File: src/rtl/fht_pkg.sv
// Shared definitions for the FHT host-side I/O path: frame geometry, control
// states and the bit-reversal used to scatter input samples across the banks.
package fht_pkg;

    localparam int N_POINT = 1024;
    localparam int N_BANK  = 4;
    localparam int LOG2_N  = 10;

    typedef enum logic [2:0] {
        IDLE,
        LOAD,
        START,
        WAIT_BUSY,
        WAIT_DONE,
        UNLOAD,
        DRAIN
    } state_e;

    function automatic logic [LOG2_N-1:0] bitrev10(input logic [LOG2_N-1:0] n);
        logic [LOG2_N-1:0] r;
        for (int i = 0; i < LOG2_N; i++) begin
            r[i] = n[LOG2_N-1-i];
        end
        return r;
    endfunction

endpackage

File: src/rtl/fht_out_skid.sv
// Small synchronous FIFO absorbing RAM read data in flight while the output
// stream is stalled; entries carry the sample plus its end-of-frame flag.
module fht_out_skid #(
    parameter int DEPTH = 3,
    parameter int W     = 17,
    parameter int CW    = $clog2(DEPTH + 1)
) (
    input  logic          clk_i,
    input  logic          rst_ni,
    input  logic          push_i,
    input  logic [W-1:0]  push_data_i,
    output logic          out_valid_o,
    output logic [W-1:0]  out_data_o,
    input  logic          out_ready_i,
    output logic [CW-1:0] count_o
);

    localparam int PW = (DEPTH > 1) ? $clog2(DEPTH) : 1;

    logic [W-1:0]  mem_q [DEPTH];
    logic [PW-1:0] wr_ptr_q, rd_ptr_q;
    logic [CW-1:0] cnt_q;
    logic          pop, do_push;

    function automatic logic [PW-1:0] ptr_inc(input logic [PW-1:0] p);
        return (p == PW'(DEPTH - 1)) ? '0 : p + PW'(1);
    endfunction

    assign out_valid_o = (cnt_q != '0);
    assign out_data_o  = mem_q[rd_ptr_q];
    assign count_o     = cnt_q;
    assign pop         = out_valid_o & out_ready_i;
    // A push into a full FIFO is legal only when the head leaves in the same cycle.
    assign do_push     = push_i & ((cnt_q != CW'(DEPTH)) | pop);

    always_ff @(posedge clk_i or negedge rst_ni) begin
        if (!rst_ni) begin
            wr_ptr_q <= '0;
            rd_ptr_q <= '0;
            cnt_q    <= '0;
            for (int i = 0; i < DEPTH; i++) begin
                mem_q[i] <= '0;
            end
        end else begin
            if (do_push) begin
                mem_q[wr_ptr_q] <= push_data_i;
                wr_ptr_q        <= ptr_inc(wr_ptr_q);
            end
            if (pop) begin
                rd_ptr_q <= ptr_inc(rd_ptr_q);
            end
            case ({do_push, pop})
                2'b10:   cnt_q <= cnt_q + CW'(1);
                2'b01:   cnt_q <= cnt_q - CW'(1);
                default: cnt_q <= cnt_q;
            endcase
        end
    end

endmodule

File: src/rtl/fht_io_control.sv
// Loads a 1024-sample frame into bank set A in bit-reversed order, kicks the
// FHT controller, then streams the result back out in natural order.
module fht_io_control
    import fht_pkg::*;
#(
    parameter int A_BIT  = 8,
    parameter int D_BIT  = 16,
    parameter int RD_LAT = 2
) (
    input  logic               iCLK,
    input  logic               iRESET,
    input  logic               iIN_VALID,
    input  logic [D_BIT-1:0]   iIN_DATA,
    output logic               oIN_READY,
    output logic [D_BIT-1:0]   oWR_DATA,
    output logic [3:0]         oWE,
    output logic [A_BIT-1:0]   oADDR_WR,
    output logic               oFHT_START,
    input  logic               iFHT_RDY,
    input  logic               iSRC_SEL,
    output logic [A_BIT-1:0]   oADDR_RD,
    output logic               oRD_SET,
    input  logic [4*D_BIT-1:0] iRD_DATA,
    output logic               oOUT_VALID,
    output logic [D_BIT-1:0]   oOUT_DATA,
    input  logic               iOUT_READY,
    output logic               oOUT_LAST,
    output logic               oBUSY
);

    localparam int DEPTH = RD_LAT + 1;
    localparam int CW    = $clog2(DEPTH + 1);
    localparam logic [LOG2_N-1:0] LAST_IDX = LOG2_N'(N_POINT - 1);

    state_e              state_q, state_d;
    logic [LOG2_N-1:0]   in_cnt_q, rd_cnt_q;
    logic                rd_set_q;
    logic [N_BANK-1:0]   we_q;
    logic [A_BIT-1:0]    addr_wr_q;
    logic [D_BIT-1:0]    wr_data_q;
    logic [RD_LAT-1:0]   tag_vld_q;
    logic [1:0]          tag_bank_q [RD_LAT];
    logic                tag_last_q [RD_LAT];

    logic                in_ready, accept, issue, pop, push;
    logic [LOG2_N-1:0]   rev;
    logic [CW-1:0]       fifo_cnt, inflight;
    logic [D_BIT-1:0]    rd_word;
    logic                fifo_valid;
    logic [D_BIT:0]      fifo_head;

    assign in_ready = (state_q == IDLE) || (state_q == LOAD);
    assign accept   = iIN_VALID & in_ready;
    assign rev      = bitrev10(in_cnt_q);
    assign pop      = fifo_valid & iOUT_READY;
    assign push     = tag_vld_q[RD_LAT-1];

    always_comb begin
        inflight = '0;
        for (int i = 0; i < RD_LAT; i++) begin
            inflight = inflight + CW'(tag_vld_q[i]);
        end
    end

    // Credit check: a slot freed by this cycle's pop may be claimed by a new read.
    assign issue = (state_q == UNLOAD) &&
                   ((32'(fifo_cnt) + 32'(inflight) + 32'd1) <= (32'(DEPTH) + 32'(pop)));

    always_comb begin
        rd_word = iRD_DATA[D_BIT-1:0];
        case (tag_bank_q[RD_LAT-1])
            2'd0:    rd_word = iRD_DATA[D_BIT-1:0];
            2'd1:    rd_word = iRD_DATA[2*D_BIT-1:D_BIT];
            2'd2:    rd_word = iRD_DATA[3*D_BIT-1:2*D_BIT];
            default: rd_word = iRD_DATA[4*D_BIT-1:3*D_BIT];
        endcase
    end

    always_comb begin
        state_d = state_q;
        case (state_q)
            IDLE:      if (accept) state_d = LOAD;
            LOAD:      if (accept && (in_cnt_q == LAST_IDX)) state_d = START;
            START:     state_d = WAIT_BUSY;
            WAIT_BUSY: if (!iFHT_RDY) state_d = WAIT_DONE;
            WAIT_DONE: if (iFHT_RDY) state_d = UNLOAD;
            UNLOAD:    if (issue && (rd_cnt_q == LAST_IDX)) state_d = DRAIN;
            DRAIN:     if (pop && fifo_head[D_BIT]) state_d = IDLE;
            default:   state_d = IDLE;
        endcase
    end

    always_ff @(posedge iCLK or negedge iRESET) begin
        if (!iRESET) begin
            state_q   <= IDLE;
            in_cnt_q  <= '0;
            rd_cnt_q  <= '0;
            rd_set_q  <= 1'b0;
            we_q      <= '0;
            addr_wr_q <= '0;
            wr_data_q <= '0;
            tag_vld_q <= '0;
            for (int i = 0; i < RD_LAT; i++) begin
                tag_bank_q[i] <= '0;
                tag_last_q[i] <= 1'b0;
            end
        end else begin
            state_q <= state_d;

            if (accept) begin
                we_q      <= N_BANK'(1) << rev[1:0];
                addr_wr_q <= A_BIT'(rev[LOG2_N-1:2]);
                wr_data_q <= iIN_DATA;
                in_cnt_q  <= in_cnt_q + LOG2_N'(1);
            end else begin
                we_q <= '0;
            end

            if ((state_q == WAIT_DONE) && iFHT_RDY) begin
                rd_set_q <= iSRC_SEL;
            end

            if (issue) begin
                rd_cnt_q <= rd_cnt_q + LOG2_N'(1);
            end

            // Bank tag and end-of-frame flag ride alongside each read for RD_LAT cycles.
            tag_vld_q[0]  <= issue;
            tag_bank_q[0] <= rd_cnt_q[1:0];
            tag_last_q[0] <= (rd_cnt_q == LAST_IDX);
            for (int i = 1; i < RD_LAT; i++) begin
                tag_vld_q[i]  <= tag_vld_q[i-1];
                tag_bank_q[i] <= tag_bank_q[i-1];
                tag_last_q[i] <= tag_last_q[i-1];
            end
        end
    end

    fht_out_skid #(
        .DEPTH (DEPTH),
        .W     (D_BIT + 1),
        .CW    (CW)
    ) u_skid (
        .clk_i       (iCLK),
        .rst_ni      (iRESET),
        .push_i      (push),
        .push_data_i ({tag_last_q[RD_LAT-1], rd_word}),
        .out_valid_o (fifo_valid),
        .out_data_o  (fifo_head),
        .out_ready_i (iOUT_READY),
        .count_o     (fifo_cnt)
    );

    assign oIN_READY  = in_ready;
    assign oWE        = we_q;
    assign oADDR_WR   = addr_wr_q;
    assign oWR_DATA   = wr_data_q;
    assign oFHT_START = (state_q == START);
    assign oBUSY      = (state_q != IDLE);
    assign oADDR_RD   = A_BIT'(rd_cnt_q[LOG2_N-1:2]);
    assign oRD_SET    = rd_set_q;
    assign oOUT_VALID = fifo_valid;
    assign oOUT_DATA  = fifo_head[D_BIT-1:0];
    assign oOUT_LAST  = fifo_valid & fifo_head[D_BIT];

endmodule

File: config.mk
export PLATFORM = sky130hd
export DESIGN_NAME = fht_io_control
export DESIGN_NICKNAME = d
export VERILOG_FILES = /design/src/rtl/fht_pkg.sv /design/src/rtl/fht_out_skid.sv /design/src/rtl/fht_io_control.sv
export SDC_FILE = /design/constraint.sdc
export NUM_CORES = 1
export LEC_CHECK = 0
export BUFFER_PORTS_ARGS = -buffer_cell sky130_fd_sc_hd__buf_2
export CAP_MARGIN = 10
export CORE_ASPECT_RATIO = 0.7
export CORE_MARGIN = 10
export CORE_UTILIZATION = 47
export CTS_CLUSTER_SIZE = 10
export DETAILED_ROUTE_END_ITERATION = 6
export PLACE_DENSITY = 0.8
export SYNTH_ARGS = -nofsm -noshare
export SYNTH_HDL_FRONTEND = slang
export SYNTH_HIERARCHICAL = 1
export SYNTH_SLANG_ARGS = --single-unit
File: constraint.sdc
create_clock -name iCLK -period 3.6 [get_ports iCLK]
set_clock_uncertainty 0.2 [all_clocks]
set_input_delay 0.54 -clock iCLK [delete_from_list [all_inputs] [get_ports iCLK]]
set_output_delay 0.54 -clock iCLK [all_outputs]
set_load 0.01 [all_outputs]
Word-level counts from Yosys, hierarchy flattened
Index checks and enable logic that the tools add are counted.
Storage, ports and cells
  bits in registers: 117
  output and inout bits: 58
  word-level logic and storage cells: 92
Cells by class
  add/subtract/negate cells: 10
  order comparisons: 4
  equality and inequality tests: 21
  shifts and indexed selects: 1
  muxes and demuxes: 18
  bitwise gates (word level): 7
  reduce and logical (&&, ||, !) cells: 13
Operator list (count)
  bitwise mux 51 bit: 1
  2-to-1 mux 17 bit: 3
  one-hot mux 16 bit (3 select lines): 1
  binary-select mux 17 bit (select 2 bit): 1
  demux 17 bit (select 2 bit): 1
  one-hot mux 3 bit (7 select lines): 1
  adder 10 x 1 -> 10 bit, second input constant: 2
  == test 10 bit, second input constant: 2
  2-to-1 mux 3 bit: 6
  inequality test 2 bit, second input constant: 5
  == test 3 bit, second input constant: 3
  == test 2 bit, second input constant: 4
  adder 2 x 1 -> 2 bit, second input constant: 3
  == test 3 x 2 -> 1 bit, second input constant: 2
  >= comparator 3 bit, second input constant: 2
  logical AND 1 bit: 6
  inverter 2 -> 3 bit: 2
  AND reduction 6 bit: 1
  adder 3 x 1 -> 4 bit, second input constant: 1
  bitwise AND 1 bit: 4
  == test 2 x 1 -> 1 bit, second input constant: 2
  <= comparator 4 x 3 -> 1 bit: 1
  2-to-1 mux 2 bit: 2
  2-to-1 mux 4 bit: 1
  other kinds (15): 17

Longest topological paths before layout
  depth after elaboration: 8
  gate-level depth with buffers: 12

Cells and area by module
The synthesis kept the hierarchy.
Modules (own cells, without submodules)
  fht_io_control: instances 1, cells an instance 226, area an instance 2996.6 sq um
  fht_out_skid: instances 1, cells an instance 190, area an instance 2628.8 sq um

Least setup slack after synthesis
Ideal clock, no wire load.
  kind: reg-to-reg
  start: register u_skid.cnt_q[0], in the netlist u_skid/count_o[0]
  end: register state_q[1]
  library setup time: 0.124 ns
  arrival: 2.472 ns
  slack: 0.804 ns
  stages on the path, launching flop included: 13
  buffers on the path: 0
  clock period less this slack: 2.796 ns
  cells stage by stage: dfrtp_1 -> inv_1 -> ha_1 -> inv_1 -> ha_1 -> fa_1 -> ha_1 -> nand3_1 -> o21ai_0 -> o211ai_4 -> inv_2 -> a2bb2oi_1 -> o21ai_1
Between the ends
  word-level cells in the longest chain between the ends: 8
Ends and longest elaborated chain
  from (decl): line fht_out_skid.sv:22  | logic [CW-1:0] cnt_q;
  from (signal assigned): line fht_out_skid.sv:53  | 2'b10: cnt_q <= cnt_q + CW'(1);
  from (signal assigned): line fht_out_skid.sv:54  | 2'b01: cnt_q <= cnt_q - CW'(1);
  from (signal assigned): line fht_out_skid.sv:55  | default: cnt_q <= cnt_q;
  branches (longest 3 deep; another with adder 3 x 1 -> 4 bit)
  <= comparator 4 x 3 -> 1 bit *: line fht_io_control.sv:67  | ((32'(fifo_cnt) + 32'(inflight) + 32'd1) <= (32'(DEPTH) + 32'(pop)));
  logical AND 1 bit *: line fht_io_control.sv:66  | assign issue = (state_q == UNLOAD) &&
  via issue: line fht_io_control.sv:45  | logic in_ready, accept, issue, pop, push;
  logical AND 1 bit *: line fht_io_control.sv:87  | UNLOAD: if (issue && (rd_cnt_q == LAST_IDX)) state_d = DRAIN;
  inequality test 2 x 1 -> 1 bit (no line) *
  AND reduction 6 bit (no line) *
  to (signal assigned): line fht_io_control.sv:108  | state_q <= state_d;
  to (decl): line fht_io_control.sv:35  | state_e state_q, state_d;
Mark *: on every way through the listed nets, which the timed path passes.
A chain may end at the register's enable or synchronous reset.

Worst setup path after layout
Ends and elaborated chain as after synthesis.

==> metrics.txt <==
layout net count=650; MaxCap Viol Count=0; Leak=3.36 nW; async set-reset flop share out of synthesis=100%; total CTS buffers=17; worst hold path class=primary input to async pin; Post-Synthesis Cells=416; min cycle time layout=3.25 ns; Worst EP required=3.67 ns; Pwr Total=6.24 mW; Synth area leaders=dfrtp_1 52%, mux2_2 12%, mux4_2 6.4%; slowest cell on the critical path=dfrtp_1; EDFF count, synth=0; Slew Limit Fails=0; CTS root buffer=clkbuf_16; Data arrival, critical path=3.32 ns; Bufs on Longest Clock Path=2; # hold bufs at CTS=0; Power Density=890 mW/mm^2; Routed Wire Length=13200 um; core area=0.0117 mm^2; Slew headroom=31.4%; # resized after CTS=0; Min Hold Slack=0.0915 ns; wire length of the first global-routing pass=21600 um; setup tns final=0 ns; Synth Net Count=511; critical path class=flop to flop; post-CTS setup repair buffer count=0; dpl hpwl=9490 um; yosys warns=6; #FFs+latches synth=117; Post-Place Cells=693; clock sinks=117; worst path cell trace=inv_1 -> ha_1 -> inv_1 -> ha_1 -> fa_1 -> ha_1 -> nand3_1 -> o21ai_0 -> o211ai_4 -> inv_2 -> a2bb2oi_1 -> o21ai_1; Die H=112 um; biggest cell delay along the critical path=0.45 ns; First-pass DRT Iterations=4; GRT Overall Usage=16.1%; sequential cell area=0.00293 mm^2; CP startpoint kind=flop; initial antenna violation count=0; Starting Density=48.0%; number of primary I/O pins=144; commonest non-fill, non-tap cell in the layout=buf_2; chip width=151 um; Final setup viols=0; CP max FO=8; vias=3803; grt total ovfl=0; Max Fclk=0.307 GHz; largest net degree at the start of global routing=82; area of the multi-input gates=0.00245 mm^2; most frequent cells in the layout=142 x buf_2, 117 x dfrtp_1, 59 x mux2_2; CTS HTree Levels=4; routed len/inst=18.3 um; Clock transition at path regs=0.05 ns; area leader, netlist=dfrtp_1; layout filler cell count=938; port bufs=143; Die ar.=0.0168 mm^2; floorplan row count=33; worst-margin pin slew=1.03 ns; Final GP Congestion=0.755; Worst IR Drop VDD=0.454 mV; Yosys top cell area share=52.0%; status=finished clean; main flop type after synthesis=dfrtp_1; syn avg cell area=13.5 um^2; drc violations=0; fraction of final layout cells sized beyond drive strength 1=49.8%; # diodes=0; clock insertion delay at the later pin of the skew report=0.41 ns; Detail Route Antenna Nets=0; Area Growth Syn to Fin=24.5%; fin crit share=90.4%; Non-Filler Instances=725; synthesized area=0.00563 mm^2; vias in the first global route=4289; Netlist cell types=49; CP most frequent cell=ha_1; via/cell ratio=5.25; CTS tree=done; sequential share of the synthesized area=52.0%; starting DRC count in detailed routing=209; RSZ-0062 raised after global routing=false; Final Hold Vio Count=0; Crit. End Element=flop
## where the power goes
group / total [mW] / internal [mW] / switching, mW
Combinational: 2.30 / 1.20 / 1.10
Sequential: 2.24 / 1.82 / 0.416
Clock: 1.70 / 1.14 / 0.562
Total: 6.24 / 4.15 / 2.08
## path summary, 6_finish.rpt
kind | cells past startpoint | from | slack, ns | end
worst max-delay path | 12 | u_skid/count_o[0]$_DFFE_PN0P_ | 0.35 | state_q[1]$_DFFE_PN0P_
worst min-delay path | 1 | iRESET | 0.09 | u_skid/mem_q[14]$_DFFE_PN0P_
worst max register to register | 12 | u_skid/count_o[0]$_DFFE_PN0P_ | 0.35 | state_q[1]$_DFFE_PN0P_
worst min register to register | 0 | tag_bank_q[2]$_DFF_PN0_ | 0.14 | tag_bank_q[0]$_DFF_PN0_
max in group asynchronous | 2 | iRESET | 2.30 | u_skid/mem_q[38]$_DFFE_PN0P_
min in group iCLK | 0 | tag_bank_q[2]$_DFF_PN0_ | 0.14 | tag_bank_q[0]$_DFF_PN0_
## synth_stat cells, types with 2 or more instances
library cell / count
mux4_2: 16
inv_1: 10
ha_1: 8
dfrtp_1: 117
xnor2_1: 11
and4b_1: 2
buf_2: 9
mux2_2: 59
mux2_4: 19
nor2_1: 8
a21o_1: 2
mux2i_1: 18
nor3_1: 6
nand4_1: 5
nand3_1: 9
nor3b_1: 2
nand2_1: 33
a31oi_1: 4
and3_1: 3
o21ai_0: 20
clkbuf_1: 6
buf_6: 3
buf_4: 11
xor2_1: 10
## per-stage QoR
| stage | setup slack (ns) | area [um^2] | util [%] |
|---|---|---|---|
| final | 0.345 | 7000 | 59.7 |
| after global routing | 0.154 | 7000 | 59.7 |
| after CTS | 0.337 | 7000 | 59.7 |
| after detailed placement | 0.478 | 6400 | 54.6 |
| after global placement | 0.646 | 6400 | 54.6 |
| after floorplan | 0.804 | 5630 | - |
## critical path: cells and delay by family (launching register included)
| family | cells | cell delay (ns) |
|---|---|---|
| and+or+nand+nor | 1 | 0.10 |
| DFF | 1 | 0.45 |
| buffers and inverters | 3 | 0.26 |
| adders and majority gates | 4 | 1.26 |
| AOI/OAI and AO/OA | 4 | 0.83 |
## flip-flops by register name, summed over array words and instances, names as in the netlist
signal,flops
u_skid/mem_q,51
oWR_DATA,16
in_cnt_q,10
rd_cnt_q,10
oADDR_WR,8
oWE,4
tag_bank_q,4
state_q,3
tag_last_q,2
tag_vld_q,2
u_skid/count_o,2
u_skid/rd_ptr_q,2
u_skid/wr_ptr_q,2
oRD_SET,1
## cell families (layout without fill, tap and decap cells)
logic type	after synthesis	after routing	share of synthesized area (%)
buffers and inverters	41	193	4.36
xor gates and xnor gates	21	21	3.27
and+or+nand+nor	82	82	7.81
adders and majority gates	9	9	2.14
DFF	117	117	52.0
muxes	112	112	26.5
AOI/OAI and AO/OA	34	34	3.89
## routing by layer
layer | routed length (um) | track usage (%) | part of all wire [%] | vias to the layer above
met2 | 7070 | 28.0 | 53 | 93
li1 | - | - | - | 1755
met4 | 204 | 5.95 | 1.5 | 0
met3 | 645 | 4.73 | 4.9 | 20
met1 | 5320 | 18.3 | 40 | 1935
met5 | 0 | 0 | 0 | -
## final cells by class
cell class,count,area share [%]
Sequential cell,117,41.8
Clock inverter,9,1.79
Multi-Input combinational cell,258,35.0
Tap cell,157,2.80
Clock buffer,23,6.82
Timing Repair Buffer,150,11.2
Inverter,11,0.589
Power figures use the tool's default switching activity.
